File: src/rtl/cordic_pkg.sv
`default_nettype none
// ============================================================================
// Module   : cordic_pkg
// Purpose  : Shared definitions for the iterative CORDIC engine.
//            - FSM state encoding
//            - arctangent table generator (binary angle units, 2^zw = 360 deg)
//            - quadrant constant generator (2^(zw-2) = 90 deg)
// Notes    : The table functions run at elaboration time only. They use wide
//            integer arithmetic so that no real-number math is needed.
//            Angle widths up to 64 bits are supported.
// Revision : 1.0 - initial release
// ============================================================================
package cordic_pkg;

    typedef enum logic [1:0] {
        S_IDLE   = 2'd0,
        S_PREROT = 2'd1,
        S_ITER   = 2'd2,
        S_DONE   = 2'd3
    } cordic_state_e;

    // Fraction bits used while the arctangent series is evaluated.
    localparam int ATAN_FRAC = 60;

    // 2*pi in Q60: 6.487ED5110B4611A6... (hex), truncated to 60 fraction bits.
    localparam logic [63:0] TWO_PI_Q60 = 64'h6487_ED51_10B4_611A;

    // Quarter turn (90 deg) for an angle word of width zw.
    function automatic logic [63:0] quarter(input int zw);
        return 64'd1 << (zw - 2);
    endfunction

    // round(atan(2^-i) / (2*pi) * 2^zw).
    // i = 0 is exactly one eighth of a turn. Every other entry sums the
    // Taylor series x - x^3/3 + x^5/5 ... with x = 2^-i, in Q60, and then
    // rescales the sum to binary angle units with round-half-up.
    function automatic logic [63:0] atan_entry(input int i, input int zw);
        logic [255:0] acc;
        logic [255:0] term;
        logic [255:0] num;
        int           sh;
        if (i == 0) begin
            return 64'd1 << (zw - 3);
        end
        acc = '0;
        for (int k = 0; k < 64; k++) begin
            sh = i * (2 * k + 1);
            if (sh <= ATAN_FRAC) begin
                term = (256'd1 << (ATAN_FRAC - sh)) / 256'(2 * k + 1);
                if (k[0]) begin
                    acc = acc - term;
                end else begin
                    acc = acc + term;
                end
            end
        end
        num = (acc << zw) + {192'd0, TWO_PI_Q60 >> 1};
        return 64'(num / {192'd0, TWO_PI_Q60});
    endfunction

endpackage
`default_nettype wire

File: src/rtl/cordic_xy_stage.sv
`default_nettype none
// ============================================================================
// Module   : cordic_xy_stage
// Purpose  : One combinational CORDIC micro-rotation. The engine instances it
//            once and feeds it back through its X/Y/Z registers.
//              d = +1 : x' = x - (y>>>i), y' = y + (x>>>i), z' = z - atan
//              d = -1 : x' = x + (y>>>i), y' = y - (x>>>i), z' = z + atan
//            All sums wrap modulo their width.
// Ports    : i_x, i_y   signed XW-bit current vector
//            i_z        ZW-bit current angle
//            i_d_pos    1 selects d = +1, 0 selects d = -1
//            i_shift    iteration index i (arithmetic shift amount)
//            i_atan     ATAN[i] for this iteration
//            o_x, o_y   rotated vector
//            o_z        updated angle
// Revision : 1.0 - initial release
// ============================================================================
module cordic_xy_stage #(
    parameter int XW = 18,
    parameter int ZW = 32,
    parameter int IW = 4
) (
    input  logic signed [XW-1:0] i_x,
    input  logic signed [XW-1:0] i_y,
    input  logic        [ZW-1:0] i_z,
    input  logic                 i_d_pos,
    input  logic        [IW-1:0] i_shift,
    input  logic        [ZW-1:0] i_atan,
    output logic signed [XW-1:0] o_x,
    output logic signed [XW-1:0] o_y,
    output logic        [ZW-1:0] o_z
);

    logic signed [XW-1:0] w_x_sh;
    logic signed [XW-1:0] w_y_sh;

    assign w_x_sh = i_x >>> i_shift;
    assign w_y_sh = i_y >>> i_shift;

    assign o_x = i_d_pos ? (i_x - w_y_sh) : (i_x + w_y_sh);
    assign o_y = i_d_pos ? (i_y + w_x_sh) : (i_y - w_x_sh);
    assign o_z = i_d_pos ? (i_z - i_atan) : (i_z + i_atan);

endmodule
`default_nettype wire

File: src/rtl/cordic_iter_engine.sv
`default_nettype none
// ============================================================================
// Module   : cordic_iter_engine
// Purpose  : Iterative CORDIC engine with rotation and vectoring modes.
//            A single X/Y/Z datapath is reused for ITER micro-rotations.
//            The engine applies no gain compensation, so the outputs carry
//            K ~= 1.6468.
// Params   : W    signed X/Y input width (internal and output width W+2)
//            ZW   angle width in binary angle units (2^ZW = 360 deg)
//            ITER number of micro-rotations, 1..min(W+2, ZW)
// Ports    : C          clock, rising edge
//            RSTN       synchronous reset, active low, overrides CE
//            CE         clock enable; low freezes every register
//            start      job request, taken only in IDLE
//            mode       0 = rotation (drive Z to 0), 1 = vectoring (Y to 0)
//            x_in,y_in  signed W-bit input vector
//            z_in       ZW-bit input angle
//            busy       high from the cycle after accept until done
//            done       one CE-cycle pulse; results valid
//            x_out,y_out,z_out  results, held until the next done
// Macro    : CORDIC_QUAD_PREROT_EN - adds a one-cycle quadrant pre-rotation
//            that extends convergence to the full +/-180 deg range.
// Revision : 1.0 - initial release
// ============================================================================
module cordic_iter_engine
    import cordic_pkg::*;
#(
    parameter int W    = 16,
    parameter int ZW   = 32,
    parameter int ITER = 16
) (
    input  logic                C,
    input  logic                RSTN,
    input  logic                CE,
    input  logic                start,
    input  logic                mode,
    input  logic signed [W-1:0] x_in,
    input  logic signed [W-1:0] y_in,
    input  logic       [ZW-1:0] z_in,
    output logic                busy,
    output logic                done,
    output logic signed [W+1:0] x_out,
    output logic signed [W+1:0] y_out,
    output logic       [ZW-1:0] z_out
);

    localparam int            XW     = W + 2;
    localparam int            IW     = (ITER > 1) ? $clog2(ITER) : 1;
    localparam logic [IW-1:0] C_LAST = IW'(ITER - 1);

    cordic_state_e        r_state;
    cordic_state_e        w_state_nxt;
    logic                 w_accept;
    logic                 w_finish;

    logic signed [XW-1:0] r_x;
    logic signed [XW-1:0] r_y;
    logic        [ZW-1:0] r_z;
    logic                 r_mode;
    logic        [IW-1:0] r_iter;
    logic                 r_busy;
    logic                 r_done;
    logic signed [XW-1:0] r_x_out;
    logic signed [XW-1:0] r_y_out;
    logic        [ZW-1:0] r_z_out;

    logic                 w_d_pos;
    logic        [ZW-1:0] w_atan;
    logic signed [XW-1:0] w_stg_x;
    logic signed [XW-1:0] w_stg_y;
    logic        [ZW-1:0] w_stg_z;

    // ------------------------------------------------------------------
    // Arctangent ROM, one constant entry per iteration
    // ------------------------------------------------------------------
    logic [ZW-1:0] w_atan_rom [ITER];

    for (genvar g = 0; g < ITER; g++) begin : g_atan
        localparam logic [63:0] C_ATAN64 = atan_entry(g, ZW);
        assign w_atan_rom[g] = C_ATAN64[ZW-1:0];
    end

    assign w_atan = w_atan_rom[r_iter];

    // ------------------------------------------------------------------
    // Micro-rotation direction.
    // Rotation drives z toward 0. Vectoring drives y toward 0 and
    // accumulates the vector angle into z.
    // ------------------------------------------------------------------
    assign w_d_pos = r_mode ? r_y[XW-1] : ~r_z[ZW-1];

    cordic_xy_stage #(
        .XW (XW),
        .ZW (ZW),
        .IW (IW)
    ) u_stage (
        .i_x     (r_x),
        .i_y     (r_y),
        .i_z     (r_z),
        .i_d_pos (w_d_pos),
        .i_shift (r_iter),
        .i_atan  (w_atan),
        .o_x     (w_stg_x),
        .o_y     (w_stg_y),
        .o_z     (w_stg_z)
    );

`ifdef CORDIC_QUAD_PREROT_EN
    // ------------------------------------------------------------------
    // Quadrant pre-rotation by +/-90 deg. After this step the residual
    // angle (rotation) or the vector (vectoring) lies in the right
    // half-plane, where the micro-rotations converge.
    // ------------------------------------------------------------------
    localparam logic [63:0]   C_QUARTER64 = quarter(ZW);
    localparam logic [ZW-1:0] C_QUARTER   = C_QUARTER64[ZW-1:0];

    logic signed [XW-1:0] w_pre_x;
    logic signed [XW-1:0] w_pre_y;
    logic        [ZW-1:0] w_pre_z;

    always_comb begin
        w_pre_x = r_x;
        w_pre_y = r_y;
        w_pre_z = r_z;
        if (!r_mode) begin
            if (r_z[ZW-1:ZW-2] == 2'b01) begin
                w_pre_x = -r_y;
                w_pre_y = r_x;
                w_pre_z = r_z - C_QUARTER;
            end else if (r_z[ZW-1:ZW-2] == 2'b10) begin
                w_pre_x = r_y;
                w_pre_y = -r_x;
                w_pre_z = r_z + C_QUARTER;
            end
        end else if (r_x[XW-1]) begin
            if (!r_y[XW-1]) begin
                w_pre_x = r_y;
                w_pre_y = -r_x;
                w_pre_z = r_z + C_QUARTER;
            end else begin
                w_pre_x = -r_y;
                w_pre_y = r_x;
                w_pre_z = r_z - C_QUARTER;
            end
        end
    end
`endif

    // ------------------------------------------------------------------
    // FSM: state register
    // ------------------------------------------------------------------
    always_ff @(posedge C) begin
        if (!RSTN) begin
            r_state <= S_IDLE;
        end else if (CE) begin
            r_state <= w_state_nxt;
        end
    end

    // ------------------------------------------------------------------
    // FSM: next state and control strobes
    // ------------------------------------------------------------------
    always_comb begin
        w_state_nxt = r_state;
        w_accept    = 1'b0;
        w_finish    = 1'b0;
        case (r_state)
            S_IDLE: begin
                if (start) begin
                    w_accept = 1'b1;
`ifdef CORDIC_QUAD_PREROT_EN
                    w_state_nxt = S_PREROT;
`else
                    w_state_nxt = S_ITER;
`endif
                end
            end
            S_PREROT: begin
                w_state_nxt = S_ITER;
            end
            S_ITER: begin
                if (r_iter == C_LAST) begin
                    w_state_nxt = S_DONE;
                end
            end
            S_DONE: begin
                w_finish    = 1'b1;
                w_state_nxt = S_IDLE;
            end
            default: begin
                w_state_nxt = S_IDLE;
            end
        endcase
    end

    // ------------------------------------------------------------------
    // Datapath and output registers
    // ------------------------------------------------------------------
    always_ff @(posedge C) begin
        if (!RSTN) begin
            r_x     <= '0;
            r_y     <= '0;
            r_z     <= '0;
            r_mode  <= 1'b0;
            r_iter  <= '0;
            r_busy  <= 1'b0;
            r_done  <= 1'b0;
            r_x_out <= '0;
            r_y_out <= '0;
            r_z_out <= '0;
        end else if (CE) begin
            // done is high only in the cycle after DONE
            r_done <= w_finish;
            case (r_state)
                S_IDLE: begin
                    if (w_accept) begin
                        r_x    <= {{2{x_in[W-1]}}, x_in};
                        r_y    <= {{2{y_in[W-1]}}, y_in};
                        r_z    <= z_in;
                        r_mode <= mode;
                        r_iter <= '0;
                        r_busy <= 1'b1;
                    end
                end
`ifdef CORDIC_QUAD_PREROT_EN
                S_PREROT: begin
                    r_x <= w_pre_x;
                    r_y <= w_pre_y;
                    r_z <= w_pre_z;
                end
`endif
                S_ITER: begin
                    r_x <= w_stg_x;
                    r_y <= w_stg_y;
                    r_z <= w_stg_z;
                    if (r_iter != C_LAST) begin
                        r_iter <= r_iter + 1'b1;
                    end
                end
                S_DONE: begin
                    r_x_out <= r_x;
                    r_y_out <= r_y;
                    r_z_out <= r_z;
                    r_busy  <= 1'b0;
                end
                default: begin
                end
            endcase
        end
    end

    assign busy  = r_busy;
    assign done  = r_done;
    assign x_out = r_x_out;
    assign y_out = r_y_out;
    assign z_out = r_z_out;

endmodule
`default_nettype wire

File: config.mk
export PLATFORM = sky130hd
export DESIGN_NAME = cordic_iter_engine
export DESIGN_NICKNAME = d
export VERILOG_FILES = /design/src/rtl/cordic_pkg.sv /design/src/rtl/cordic_xy_stage.sv /design/src/rtl/cordic_iter_engine.sv
export SDC_FILE = /design/constraint.sdc
export NUM_CORES = 1
export LEC_CHECK = 0
export CORE_UTILIZATION = 53
export CTS_CLUSTER_DIAMETER = 80
export DETAILED_ROUTE_END_ITERATION = 8
export PLACE_DENSITY = 0.79
export SLEW_MARGIN = 25
export SYNTH_ARGS = -nofsm -noshare
export SYNTH_HDL_FRONTEND = slang
export SYNTH_SLANG_ARGS = --single-unit
File: constraint.sdc
create_clock -name C -period 5.5 [get_ports C]
set_clock_uncertainty 0.1 [all_clocks]
set_input_delay 1.1 -clock C [delete_from_list [all_inputs] [get_ports C]]
set_output_delay 1.1 -clock C [all_outputs]
set_load 0.03 [all_outputs]
**Word level (Yosys, flattened, before mapping)**

Memory sizes are Yosys's and may differ from the RTL's.
Index checks and enable logic that the tools add are counted.

- Reduce and logical (&&, ||, !) cells: 9
- Shifts and indexed selects: 2
- Equality and inequality tests: 9
- $lt $le $gt $ge: 1
- Add/subtract/negate cells: 7
- Mux-type cells: 23
- Bitwise operators: 2

Operator list:

| kind | number |
|---|---|
| $mux 32 | 4 |
| $mux 18 | 4 |
| $pmux 18 s2 | 2 |
| $pmux 32 s2 | 1 |
| $add 18x18->18 | 2 |
| $sshr 18x4->18 | 2 |
| $sub 18x18->18 | 2 |
| $add 32x32->32 | 1 |
| $sub 32x32->32 | 1 |
| $reduce_and 3->1 | 4 |
| $mux 4 | 2 |
| $ne 2x2->1 const B | 4 |
| $pmux 2 s4 | 1 |
| $pmux 4 s2 | 1 |
| $ge 5x5->1 const B | 1 |
| $mux 1 | 5 |
| $not 4->5 | 1 |
| $add 4x1->4 const B | 1 |
| $eq 2x2->1 const B | 2 |
| $eq 4x4->1 const B | 1 |
| $mux 2 | 2 |
| $ne 4x4->1 const B | 1 |
| $reduce_and 4->1 | 1 |
| $reduce_bool 2->1 | 2 |
| 5 further kinds | 5 |

- Logic and storage cells: 65
- Bits in registers: 145
- Memories: 1
- ROM bits: 512
- Output and inout port bits: 70

Memories:

| memory | depth | bits a word | read ports | clocked after memory_dff | wr ports | RTL line | RTL |
|---|---|---|---|---|---|---|---|
| (name not given) | 16 | 32 | 1 | 0 | 0 | cordic_iter_engine.sv:83 | `assign w_atan = w_atan_rom[r_iter];` |

**Longest topological paths before layout**

Gate-level depths: netlist (run 1).

- Word-level depth: 7
- Mapped depth: 24
- Gate-level depth less buffers: 21

**Modules after synthesis**

A second synthesis (run 1) with hierarchy kept.

- Cell total of the unflattened synthesis: 1662
- Area, all modules: 12828.6 um^2

By module, submodules not included:

| module | sequential area each (um^2) | area an instance (um^2) | cells each | times used |
|---|---|---|---|---|
| cordic_iter_engine | 2902.8 | 6530.0 | 830 | 1 |
| cordic_xy_stage | 0.0 | 6298.5 | 832 | 1 |

**Least setup slack after synthesis (run 1)**

Ideal clock, no wire load.

- Path type: register -> register
- From: register r_iter[0]
- To: register r_z[28]
- Period minus slack after synthesis: 5.699 ns
- Setup slack: -0.199 ns
- Data required time: 5.283 ns
- Arrival: 5.482 ns
- Library setup time: 0.117 ns
- Buffers on the path: 3
- Cell stages (with the launch flop): 25
- Cell sequence: dfxtp_1 buf_4 inv_2 buf_1 ha_1 nand2b_1 o221a_2 a21oi_1 ha_1 nand3_1 or3_1 or4_1 and2_1 buf_2 xnor2_1 ha_1 a21o_1 a21o_1 a2111oi_0 a31oi_1 a22oi_1 a21oi_1 a31oi_1 mux2i_1 a32o_1

- Cells in the longest elaborated chain, start to end: 7
- Elaborated cells on any way between the ends: 8

RTL lines:

| item | RTL line | RTL |
|---|---|---|
| start, declared | cordic_iter_engine.sv:60 | `logic [IW-1:0] r_iter;` |
| start signal, assigned | cordic_iter_engine.sv:237 | `r_iter <= r_iter + 1'b1;` |
| $not 4->5 (not written as such) (*) | cordic_iter_engine.sv:83 |  |
| $mem_v2 16x32 (*) | n/a |  |
| $mux 32 (not written as such) (*) (2 in series) | cordic_iter_engine.sv:83 |  |
| $add 32x32->32 / $sub 32x32->32 (equally long branches) | cordic_xy_stage.sv:42 | `assign o_z = i_d_pos ? (i_z - i_atan) : (i_z + i_atan);` |
| $mux 32 (*) | cordic_xy_stage.sv:42 |  |
| $pmux 32 s2 (*) | cordic_iter_engine.sv:214 | `case (r_state)` |
| end signal, assigned | cordic_iter_engine.sv:219 | `r_z <= z_in;` |
| end signal, assigned | cordic_iter_engine.sv:235 | `r_z <= w_stg_z;` |
| end, declared | cordic_iter_engine.sv:58 | `logic [ZW-1:0] r_z;` |

Mark *: on every way between the ends. The rest lies on a longest branch, timed or not. The select of a mux whose other input is x is not followed.
A chain may end at the register's enable or synchronous reset.

**Worst setup path after layout (run 1)**

- From: register r_iter[1]
- To: register r_x[17]

- Cells in the longest elaborated chain, start to end: 4
- Elaborated cells on any way between the ends: 5

RTL lines:

| item | RTL line | RTL |
|---|---|---|
| $sshr 18x4->18 (*) | cordic_xy_stage.sv:38 | `assign w_y_sh = i_y >>> i_shift;` |
| $add 18x18->18 / $sub 18x18->18 (equally long branches) | cordic_xy_stage.sv:40 | `assign o_x = i_d_pos ? (i_x - w_y_sh) : (i_x + w_y_sh);` |
| $mux 18 (*) | cordic_xy_stage.sv:40 |  |
| $pmux 18 s2 (*) | cordic_iter_engine.sv:214 |  |
| end signal, assigned | cordic_iter_engine.sv:217 | `r_x <= {{2{x_in[W-1]}}, x_in};` |
| end signal, assigned | cordic_iter_engine.sv:233 | `r_x <= w_stg_x;` |
| end, declared | cordic_iter_engine.sv:56 | `logic signed [XW-1:0] r_x;` |

Mark *: on every way between the ends. The rest lies on a longest branch, timed or not.

==> results of run 1 <==
-- placed cells by master, fill, tap and decap left out, drive strengths merged, types with 43 or more instances in the layout --
cell,n
xor2,47
nor2,73
clkdlybuf4s50,137
nand2,291
a21boi,117
a21oi,97
xnor2,65
buf,61
dfxtp,145
o21ai,74
ha,77
o221ai,43
-- sequential cells by signal (all words and copies together) (netlist names), 2 cells and up --
| register | flops |
|---|---|
| r_z | 32 |
| y_out | 18 |
| z_out | 32 |
| r_state | 2 |
| r_iter | 4 |
| x_out | 18 |
| r_x | 18 |
| r_y | 18 |
-- metrics by stage --
| stage | instances | setup slack [ns] | utilization (%) | power, mW | hold WS, ns |
|---|---|---|---|---|---|
| 3_3_place_gp | 1926 | 0.287 | 62.0 | 2.54 | 0.350 |
| 2_1_floorplan | 1552 | 0.0260 | - | 2.22 | 0.348 |
| 6_report | 1962 | 0.253 | 65.0 | 3.84 | 0.363 |
| 4_1_cts | 1958 | 0.178 | 64.6 | 3.81 | 0.366 |
| 5_1_grt | 1962 | -0.0381 | 65.0 | 4.04 | 0.383 |
| 3_5_place_dp | 1926 | 0.229 | 62.0 | 2.58 | 0.357 |
-- per-layer routing --
layer	vias up	wire length [microns]	part of all wire (%)	track usage, %
li1	5851	-	-	-
met1	5900	15700	42	38.5
met2	465	18200	49	54.5
met3	111	2130	5.7	4.71
met4	0	1410	3.8	14.4
met5	-	0	0	0
-- worst reg2reg max path, cell delays in order, from the launching register on --
cell,delay [ns]
dfxtp_2,0.33
buf_4,0.22
buf_16,0.24
mux4_2,0.54
mux2_4,0.29
a222oi_1,0.43
o21ai_2,0.20
o41a_1,0.45
nor3b_2,0.30
nor2_1,0.11
xor2_1,0.16
ha_1,0.27
or3_1,0.37
or3_1,0.35
nand3_1,0.10
o21ai_0,0.12
o31a_1,0.28
xnor2_1,0.13
o31ai_1,0.17
-- kinds of logic (layout without fill, tap and decap cells) --
kind of cell               Yosys count  in the layout
AOI/OAI and AO/OA                  494            494
xor gates and xnor gates           112            112
adders and majority gates           80             80
buffers and inverters              137            262
DFF                                145            145
muxes                               82             82
and+or+nand+nor                    502            502
-- repair_timing --
item | 4_1_cts | 5_1_grt
resized for setup | 0 | 11
hold endpoints to repair | 0 | 0
hold buffers | 0 | 0
endpoints found under the setup margin | 0 | 16
setup buffers | 0 | 3
-- path summary, 6_finish.rpt --
kind / start / endpoint / slack [ns] / cells after the start
worst max-delay path: r_iter[1]$_SDFFE_PN0P_ / r_x[17]$_SDFFE_PN0P_ / 0.25 / 18
worst min-delay path: z_out[5]$_SDFFE_PN0P_ / z_out[5]$_SDFFE_PN0P_ / 0.36 / 2
worst max register to register: r_iter[1]$_SDFFE_PN0P_ / r_x[17]$_SDFFE_PN0P_ / 0.25 / 18
worst min register to register: z_out[5]$_SDFFE_PN0P_ / z_out[5]$_SDFFE_PN0P_ / 0.36 / 2
-- where the power goes --
| group | switching [mW] | internal (mW) | total (mW) | leakage, nW |
|---|---|---|---|---|
| Combinational | 0.787 | 0.650 | 1.44 | 4.21 |
| Sequential | 0.0825 | 1.09 | 1.18 | 1.18 |
| Clock | 0.537 | 0.690 | 1.23 | 0.283 |
-- layout make-up --
cell class / instances / area (sq um) / share of cell area, %
Inverter: 31 / 116 / 0.788
Multi-Input combinational cell: 1270 / 8910 / 60.3
Clock buffer: 19 / 443 / 3.00
Clock inverter: 13 / 151 / 1.02
Tap cell: 285 / 357 / 2.41
Timing Repair Buffer: 199 / 1890 / 12.8
Sequential cell: 145 / 2910 / 19.7
==> summary.md, run 1 <==
| Metric | Value |
|---|---|
| LEAKAGE | 5.68 nW |
| Sequential-to-total area share from yosys stat | 23.6% |
| Largest net degree at the start of global routing | 88 |
| TritonCTS clock tree | yes |
| 1st-iter DRT viols | 910 |
| Syn Std Cell Area | 12,300 sq um |
| # rows | 55 |
| Multiplexer area fraction after synthesis | 10.1% |
| Post-synth EDFFs | 0 |
| Compound-Gate Fraction of Synth Area | 27.5% |
| Final WL | 37,500 microns |
| Yosys top cell by area | dfxtp_1 |
| Crit path capture type | flip-flop |
| Worst-Margin Slew | 0.990 ns |
| Initial Utilization | 54.2% |
| Worst Path Arrival | 5.50 ns |
| Largest family of logic cells by synthesized area | compound AO/OA/AOI/OAI gates |
| Post-synth ARST share | 0% |
| Synth Area per Inst | 7.93 sq um |
| Synth Instances | 1,552 |
| Die height | 154 microns |
| Initial antenna violation count | 0 |
| CTS Buf Count | 17 |
| Post-DP HPWL | 27,200 microns |
| Setup CP Type | flip-flop to flip-flop |
| Peak VDD IR | 0.200 mV |
| Antenna-violating nets left | 0 |
| GP Congestion | 0.959 |
| Final Cell Area | 14,800 sq um |
| Power per standard cell area | 260 nW/um^2 |
| ANT cells | 0 |
| Routed wire per std cell | 19.1 microns |
| Vias in the first global route | 11,700 |
| Die W | 154 microns |
| Hold WC Path Type | flip-flop to flip-flop |
| H-tree depth | 4 |
| Clk root buf | clkbuf_16 |
| Worst-path fanout max | 28 |
| Layout cells sized above 1 | 9.84% |
| Most frequent CP cell | or3_1 |
| Post-DP Area | 14,100 sq um |
| Worst-path clk slew | 0.07 ns |
| Fin. Hold Viols | 0 |
| Slew Viols, Final | 0 |
| Final nets | 1,813 |
| Fillers | 1,995 |
| Post-synthesis xor/xnor area fraction | 7.97% |
| Top cells by count, synth | nand2_1 (291), dfxtp_1 (145), a21boi_0 (117) |
| Worst slew margin | 34.0% |
| Vias | 12,300 |
| Post-synthesis adder-cell area fraction | 8.32% |
| Grt ovf | 0 |
| Die area | 23,800 sq um |
| I/O pin count | 139 |
| Seq cells post-synth | 145 |
| FMAX | 191 MHz |
| Average vias per placed instance | 6.28 |
| Clock sink total | 145 |
| CP bufs+invs | 2 |
| Top cell type's share of synthesized area | 23.6% |
| Dominant cell by count in the synthesized netlist | nand2_1 |
| Clock Latency Late Sink | 0.45 ns |
| # DRC | 0 |
| Library cells used by synthesis | 74 |
| Startpoint Class | flip-flop |
| Synth top area cells | dfxtp_1 (24%), nand2_1 (8.9%), ha_1 (7.8%) |
| Crit-path slowest cell | mux4_2 |
| Final TNS setup | 0 ns |
| YS warnings | 0 |
| Critical-path cell list | buf_4 > buf_16 > mux4_2 > mux2_4 > a222oi_1 > o21ai_2 > o41a_1 > nor3b_2 > nor2_1 > xor2_1 > ha_1 > or3_1 > or3_1 > nand3_1 > o21ai_0 > o31a_1 > xnor2_1 > o31ai_1 |
| Area delta synth->final | 20.0% |
| Period utilization | 95.4% |
| Core Region | 22,700 sq um |
| Critical path required time | 5.76 ns |
| Crit-path max cell delay | 0.53 ns |
| GRT Util Overall | 31.4% |
| Status | finished, final reports clean |
| Top_reg_cell synth | dfxtp_1 |
| Clock Path Buffers | 2 |
| # port buffers | 138 |
| Simple-gate area share of the yosys netlist | 18.0% |
| Pre-antenna DRT Iters | 6 |
| Crit path time final | 5.25 ns |
| Final setup vio count | 0 |
| CP top delay family | compound AO/OA/AOI/OAI gates |
| Maxcap violations | 0 |
| First-pass GRT wire length | 60,300 microns |
| Post-synth net total | 1,701 |
Note: power is estimated with default switching activity, not from simulation.
==> run 2, diff against run 1 <==
CTS_CLUSTER_SIZE = 10   (was default)
==> results of run 2 <==
The final DEF is identical to that of run 1; final timing and power are the same.
